`src/rtl/exec_issue.sv`:
```
// exec_issue: decode/issue stage feeding the execute-stage arith/shift ALU.
// Accepts one instruction plus operands per instr_valid/instr_ready handshake,
// issues registered ALU operands/controls, and drives data-memory strobes.
// Loads are sequenced through LOAD_REQ/LOAD_DATA(/LOAD_HOLD) and reach the ALU
// as an ADD with aluin1 = 0.
// Ports:
//   CLOCK, RESET          rising-edge clock, synchronous active-high reset
//   enable_ex             execute stage may advance (0 = stall)
//   instr_valid/ready     instruction handshake (ready is combinational)
//   instr, src1, src2     instruction word and register operands
//   mem_*                 data-memory read/write interface
//   aluin1/2, operation_out, opselect_out, enable_arith, enable_shift,
//   shift_number, out_valid   registered ALU-side outputs
module exec_issue #(
  parameter int unsigned REGISTER_WIDTH  = 32,
  parameter int unsigned IMMEDIATE_WIDTH = 16
) (
  input  logic                      CLOCK,
  input  logic                      RESET,
  input  logic                      enable_ex,
  input  logic                      instr_valid,
  output logic                      instr_ready,
  input  logic [31:0]               instr,
  input  logic [REGISTER_WIDTH-1:0] src1,
  input  logic [REGISTER_WIDTH-1:0] src2,
  input  logic [REGISTER_WIDTH-1:0] mem_data_read_in,
  output logic                      mem_rd_req,
  output logic [REGISTER_WIDTH-1:0] mem_addr,
  output logic [REGISTER_WIDTH-1:0] mem_data_write_out,
  output logic                      mem_data_wr_en,
  output logic [REGISTER_WIDTH-1:0] aluin1,
  output logic [REGISTER_WIDTH-1:0] aluin2,
  output logic [2:0]                operation_out,
  output logic [2:0]                opselect_out,
  output logic                      enable_arith,
  output logic                      enable_shift,
  output logic [4:0]                shift_number,
  output logic                      out_valid
);

  localparam int unsigned RW = REGISTER_WIDTH;
  localparam int unsigned IW = IMMEDIATE_WIDTH;

  localparam logic [2:0] SEL_SHIFT = 3'b000;
  localparam logic [2:0] SEL_ARITH = 3'b001;
  localparam logic [2:0] SEL_STORE = 3'b100;
  localparam logic [2:0] SEL_LOAD  = 3'b101;

  typedef enum logic [1:0] {IDLE, LOAD_REQ, LOAD_DATA, LOAD_HOLD} state_t;

  state_t          r_state;
  logic [2:0]      r_ld_op;
  logic [RW-1:0]   r_hold;

  logic [2:0]      w_opsel;
  logic [2:0]      w_op;
  logic            w_immp;
  logic [4:0]      w_shamt;
  logic [IW-1:0]   w_imm;
  logic [RW-1:0]   w_sext;
  logic [RW-1:0]   w_addr;
  logic            w_accept;
  logic [RW-1:0]   w_fmt;
  logic [RW-1:0]   w_ld_val;
  logic            w_unused;

  // Instruction field decode
  assign w_opsel  = instr[31:29];
  assign w_op     = instr[28:26];
  assign w_immp   = instr[25];
  assign w_shamt  = instr[24:20];
  assign w_imm    = instr[IW-1:0];
  assign w_sext   = {{(RW-IW){w_imm[IW-1]}}, w_imm};
  assign w_addr   = src1 + w_sext;
  assign w_unused = ^instr[19:16];

  assign instr_ready = (r_state == IDLE) && enable_ex;
  assign w_accept    = instr_valid && instr_ready;

  // Load data formatting by the latched load operation
  always_comb begin
    w_fmt = mem_data_read_in;
    case (r_ld_op)
      3'b000:  w_fmt = {{(RW-8){mem_data_read_in[7]}}, mem_data_read_in[7:0]};
      3'b100:  w_fmt = {{(RW-8){1'b0}}, mem_data_read_in[7:0]};
      3'b001:  w_fmt = {{(RW-16){mem_data_read_in[15]}}, mem_data_read_in[15:0]};
      3'b101:  w_fmt = {{(RW-16){1'b0}}, mem_data_read_in[15:0]};
      default: w_fmt = mem_data_read_in;
    endcase
  end

  // Stalled loads issue from the hold register, fresh ones straight from memory
  assign w_ld_val = (r_state == LOAD_HOLD) ? r_hold : w_fmt;

  // Issue FSM and registered outputs
  always_ff @(posedge CLOCK) begin
    if (RESET) begin
      r_state            <= IDLE;
      r_ld_op            <= '0;
      r_hold             <= '0;
      mem_rd_req         <= 1'b0;
      mem_addr           <= '0;
      mem_data_write_out <= '0;
      mem_data_wr_en     <= 1'b0;
      aluin1             <= '0;
      aluin2             <= '0;
      operation_out      <= '0;
      opselect_out       <= '0;
      enable_arith       <= 1'b0;
      enable_shift       <= 1'b0;
      shift_number       <= '0;
      out_valid          <= 1'b0;
    end else begin
      // Pulses drop when the execute stage advances; an issue below re-asserts
      if (enable_ex) begin
        enable_arith   <= 1'b0;
        enable_shift   <= 1'b0;
        out_valid      <= 1'b0;
        mem_data_wr_en <= 1'b0;
      end
      mem_rd_req <= 1'b0;

      case (r_state)
        IDLE: begin
          if (w_accept) begin
            case (w_opsel)
              SEL_ARITH: begin
                aluin1        <= src1;
                aluin2        <= w_immp ? w_sext : src2;
                operation_out <= w_op;
                opselect_out  <= w_opsel;
                enable_arith  <= 1'b1;
                out_valid     <= 1'b1;
              end
              SEL_SHIFT: begin
                aluin1        <= src1;
                shift_number  <= w_immp ? w_shamt : src2[4:0];
                operation_out <= w_op;
                opselect_out  <= w_opsel;
                enable_shift  <= 1'b1;
                out_valid     <= 1'b1;
              end
              SEL_STORE: begin
                mem_addr           <= w_addr;
                mem_data_write_out <= src2;
                mem_data_wr_en     <= 1'b1;
              end
              SEL_LOAD: begin
                r_ld_op    <= w_op;
                mem_addr   <= w_addr;
                mem_rd_req <= 1'b1;
                r_state    <= LOAD_REQ;
              end
              default: ;
            endcase
          end
        end
        LOAD_REQ: r_state <= LOAD_DATA;
        LOAD_DATA, LOAD_HOLD: begin
          if (enable_ex) begin
            aluin1        <= '0;
            aluin2        <= w_ld_val;
            operation_out <= 3'b000;
            opselect_out  <= SEL_LOAD;
            enable_arith  <= 1'b1;
            out_valid     <= 1'b1;
            r_state       <= IDLE;
          end else if (r_state == LOAD_DATA) begin
            r_hold  <= w_fmt;
            r_state <= LOAD_HOLD;
          end
        end
        default: r_state <= IDLE;
      endcase
    end
  end

endmodule

```
`config.mk`:
```
export PLATFORM = sky130hd
export DESIGN_NAME = exec_issue
export DESIGN_NICKNAME = d
export VERILOG_FILES = /design/src/rtl/exec_issue.sv
export SDC_FILE = /design/constraint.sdc
export NUM_CORES = 1
export LEC_CHECK = 0
export BUFFER_PORTS_ARGS = -buffer_cell sky130_fd_sc_hd__buf_2
export CORE_UTILIZATION = 49
export CTS_BUF_LIST = sky130_fd_sc_hd__clkbuf_2 sky130_fd_sc_hd__clkbuf_4 sky130_fd_sc_hd__clkbuf_8
export DETAILED_ROUTE_END_ITERATION = 12
export GPL_ROUTABILITY_DRIVEN = 0
export MAX_ROUTING_LAYER = met4
export PLACE_DENSITY_LB_ADDON = 0.05
export SETUP_SLACK_MARGIN = 0.2
export SYNTH_ARGS = -nofsm -noshare
export SYNTH_HDL_FRONTEND = slang
export SYNTH_SLANG_ARGS = --single-unit
```
`constraint.sdc`:
```
create_clock -name CLOCK -period 2.2 [get_ports CLOCK]
set_input_delay 0.11 -clock CLOCK [delete_from_list [all_inputs] [get_ports CLOCK]]
set_output_delay 0.11 -clock CLOCK [all_outputs]
set_load 0.02 [all_outputs]
```
==> flow_results.xml <==
<?xml version="1.0" encoding="UTF-8"?>
<metrics>
  <group name="cts">
    <metric name="clock_sinks" unit="">181</metric>
    <metric name="clock_latency" unit="ns">0.49</metric>
    <metric name="root_buffer" unit="">clkbuf_8</metric>
    <metric name="clock_tree.buffer_depth" unit="">2</metric>
    <metric name="tritoncts_clock_tree" unit="">built</metric>
    <metric name="clk_pin_slew" unit="ns">0.11</metric>
    <metric name="tritoncts.num_buffers" unit="">17</metric>
    <metric name="buffer_count_from_post_cts_setup_fixing" unit="">0</metric>
    <metric name="h-tree-depth" unit="">4</metric>
  </group>
  <group name="sta">
    <metric name="hold_viol" unit="">0</metric>
    <metric name="clock_skew" unit="ns">0.0236</metric>
    <metric name="timing.fmax" unit="GHz">0.526</metric>
    <metric name="hold-worst-slack" unit="ns">0.00866</metric>
    <metric name="grt_setup_unrepaired" unit="">true</metric>
    <metric name="timing_max_transition_violations_final" unit="">0</metric>
    <metric name="final_period_minus_worst_setup_slack" unit="ns">1.90</metric>
    <metric name="worstMarginPinSlew" unit="ns">0.506</metric>
    <metric name="slew_headroom" unit="%">66.3</metric>
    <metric name="setup-tns-final" unit="ns">0</metric>
    <metric name="fin_crit_sh" unit="%">86.3</metric>
    <metric name="final-setup-viol-count" unit="">0</metric>
  </group>
  <group name="place">
    <metric name="placedCellCount" unit="">1753</metric>
    <metric name="port-buffer-count" unit="">272</metric>
    <metric name="hpwl" unit="um">22100</metric>
  </group>
  <group name="yosys">
    <metric name="synth.cells.most_frequent" unit="">nand2_1 (204), a21oi_1 (183), dfxtp_1 (181)</metric>
    <metric name="synthesis.area_per_instance" unit="um^2">7.75</metric>
    <metric name="number_of_cells_produced_by_synthesis" unit="">1225</metric>
    <metric name="syn_area" unit="um^2">9500</metric>
    <metric name="top_area_cells_in_the_synthesized_netlist" unit="">dfxtp_1 (38%), a21oi_1 (9.6%), nand2_1 (8.1%), nor2_1 (4.4%), ha_1 (4.1%)</metric>
    <metric name="ys.flop_type" unit="">dfxtp_1</metric>
    <metric name="yosys.cell_count.top_type" unit="">nand2_1</metric>
    <metric name="edff_count_synth" unit="">0</metric>
    <metric name="ys.warnings.count" unit="">0</metric>
    <metric name="synth.largest_area_cell" unit="">dfxtp_1</metric>
    <metric name="synth_nets" unit="">1389</metric>
    <metric name="synth-seq-area-share" unit="%">38.1</metric>
    <metric name="synth.ff_latch_count" unit="">181</metric>
    <metric name="synth_top_cell_area_share" unit="%">38.1</metric>
    <metric name="distinct_cells_synth" unit="">70</metric>
    <metric name="synth-async-reset-ratio" unit="%">0</metric>
  </group>
  <group name="run">
    <metric name="max_cap_viol_count" unit="">0</metric>
  </group>
  <group name="floorplanning">
    <metric name="vertical_extent_of_the_die" unit="um">141</metric>
    <metric name="floorplan.core_area" unit="um^2">18800</metric>
    <metric name="std_cell_rows" unit="">50</metric>
    <metric name="floorplan.io_pins" unit="">277</metric>
    <metric name="start_util" unit="%">50.4</metric>
    <metric name="die_area" unit="um^2">19900</metric>
    <metric name="floorplan.die.width" unit="um">141</metric>
  </group>
  <group name="global_routing">
    <metric name="track_usage" unit="%">31.8</metric>
    <metric name="grt_start_max_net_pins" unit="">92</metric>
    <metric name="grt_pass1_wl" unit="um">48300</metric>
    <metric name="gr-total-overflow" unit="">0</metric>
    <metric name="via_count_of_the_first_global_routing_pass" unit="">9337</metric>
    <metric name="antenna_found_initial" unit="">1</metric>
  </group>
  <group name="cells_and_area">
    <metric name="post_route_cells_drive_above_1_share" unit="%">27.2</metric>
    <metric name="finalNetCount" unit="">1749</metric>
    <metric name="final_cell_count_no_fill" unit="">1859</metric>
    <metric name="syn_to_final_growth" unit="%">35.4</metric>
  </group>
  <group name="routing">
    <metric name="postRouteWirelength" unit="um">31100</metric>
    <metric name="drtIter0Drc" unit="">608</metric>
    <metric name="firstDrtPassIters" unit="">5</metric>
    <metric name="avgViaCountPerCell" unit="">5.43</metric>
    <metric name="wl_per_cell" unit="um">16.7</metric>
    <metric name="drc_violation_count_after_routing" unit="">0</metric>
    <metric name="detailroute.via_count" unit="">10100</metric>
    <metric name="antenna_left" unit="">0</metric>
  </group>
  <group name="critical_path">
    <metric name="worst-setup-path-type" unit="">flip-flop to flip-flop</metric>
    <metric name="crit_arrival" unit="ns">2.29</metric>
    <metric name="timing.critical_path.fanout_max" unit="">43</metric>
    <metric name="wp_data_required" unit="ns">2.59</metric>
    <metric name="worst_setup_path_start_kind" unit="">flip-flop</metric>
    <metric name="end_kind" unit="">flip-flop</metric>
  </group>
  <group name="power_and_ir_drop">
    <metric name="power.share.clock" unit="%">31.9</metric>
    <metric name="total_power" unit="mW">7.32</metric>
    <metric name="power_per_cell_area" unit="nW/um^2">569</metric>
    <metric name="power.leakage" unit="nW">5.64</metric>
    <metric name="netSwitchingPower" unit="mW">2.37</metric>
    <metric name="combPwrFrac" unit="%">22.0</metric>
    <metric name="p_seq_share" unit="%">46.1</metric>
    <metric name="peakVddDrop" unit="mV">0.387</metric>
    <metric name="internal_power" unit="mW">4.95</metric>
    <metric name="net_switching_share_of_the_total_power" unit="%">32.4</metric>
  </group>
  <group name="outcome">
    <metric name="outcome" unit="">finished clean</metric>
  </group>
  <group name="worst_hold_path">
    <metric name="hp-class" unit="">input port to flip-flop</metric>
  </group>
</metrics>
==> per-layer routing <==
metal | vias up | track usage (%) | share of wire (%)
met5 | - | - | 0
met1 | 4645 | 43.1 | 47
li1 | 5049 | - | -
met3 | 47 | 5.26 | 6.4
met4 | 0 | 10.5 | 2.4
met2 | 355 | 47.9 | 45
==> power by group through the flow <==
| stage | logic [mW] | registers (mW) | clock network (mW) |
|---|---|---|---|
| 4_1_cts | 1.59 | 3.37 | 2.37 |
| 3_5_place_dp | 1.47 | 3.45 | 0 |
| 3_3_place_gp | 1.46 | 3.45 | 0 |
| 2_1_floorplan | 0.811 | 3.52 | 0 |
| 5_1_grt | 1.75 | 3.38 | 2.49 |
| 6_report | 1.61 | 3.37 | 2.34 |
==> worst max-delay path, cell delays in order (launching register included) <==
cell and delay [ns]:
dfxtp_4 0.44, nor3_4 0.27, nand3_1 0.16, buf_4 0.30, or3_1 0.38, nor2_1 0.11, a31oi_1 0.05, o311ai_1 0.10
==> cell usage in the layout (no fill, tap or decap), types with 5 or more instances in the layout <==
cell | netlist | layout
dlygate4sd3_1 | 0 | 73
mux2i_1 | 32 | 32
o21ai_0 | 33 | 33
ha_1 | 31 | 26
buf_2 | 8 | 271
o31ai_1 | 5 | 5
xnor2_1 | 11 | 11
a211oi_1 | 47 | 46
a311oi_1 | 10 | 10
a31oi_1 | 11 | 11
nand4_1 | 8 | 8
and3_1 | 10 | 9
a21o_1 | 19 | 19
nand3_1 | 32 | 32
nand2_1 | 204 | 204
clkbuf_8 | 3 | 17
and2_1 | 5 | 5
nor2b_1 | 31 | 29
inv_8 | 0 | 5
o21a_1 | 9 | 9
dfxtp_1 | 181 | 180
inv_1 | 15 | 15
nor3_1 | 25 | 24
nor3b_1 | 36 | 36
ha_4 | 0 | 5
nor2_1 | 112 | 110
a21oi_1 | 183 | 181
o211ai_1 | 6 | 6
buf_4 | 2 | 88
buf_12 | 0 | 6
==> final timing paths <==
path	from	end	slack (ns)	cells after the start
setup / recovery	r_state[1]$_SDFFE_PP0P_	mem_addr[27]$_SDFFE_PP0P_	0.30	7
hold / removal	instr[30]	out_valid$_SDFF_PP0_	0.009	4
setup reg to reg	r_state[1]$_SDFFE_PP0P_	mem_addr[27]$_SDFFE_PP0P_	0.30	7
hold reg to reg	mem_addr[11]$_SDFFE_PP0P_	mem_addr[11]$_SDFFE_PP0P_	0.45	2
==> logic make-up after synthesis <==
kind of cell,synth area share [%]
and+or+nand+nor,23.9
muxes,3.37
buffers and inverters,5.10
adders and majority gates,4.29
xor gates and xnor gates,1.38
AOI/OAI and AO/OA,23.8
DFF,38.1
==> layout make-up <==
cell class	count	area, um^2
Clock inverter	14	155
Fill cell	1627	5970
Clock buffer	18	241
Multi-Input combinational cell	929	5560
Antenna cell	1	2.50
Inverter	16	60.1
Sequential cell	181	3630
Tap cell	260	325
Timing Repair Buffer	440	2890
==> sequential cells by signal, summed over array words and instances (netlist names), 5 cells and up <==
signal,cells
shift_number,5
r_hold,32
aluin1,32
aluin2,32
mem_addr,32
mem_data_write_out,32
==> per-stage QoR <==
stage / instance area (um^2) / utilization, % / setup WS (ns)
detailed placement: 11700 / 62.1 / -0.221
global placement: 11700 / 62.1 / -0.130
CTS: 12800 / 68.1 / 0.223
floorplan: 9630 / - / 0.201
finish: 12900 / 68.3 / 0.301
global route: 12900 / 68.3 / 0.143
==> timing repair <==
action                                  CTS  global route
gates resized for setup                   2             5
hold buffers                             73             0
pin swaps                                 0             0
hold endpoints to repair                 83             0
endpoints found under the setup margin    6            14
cloned                                    0             0
No activity file was read; power rests on OpenSTA's default activity.
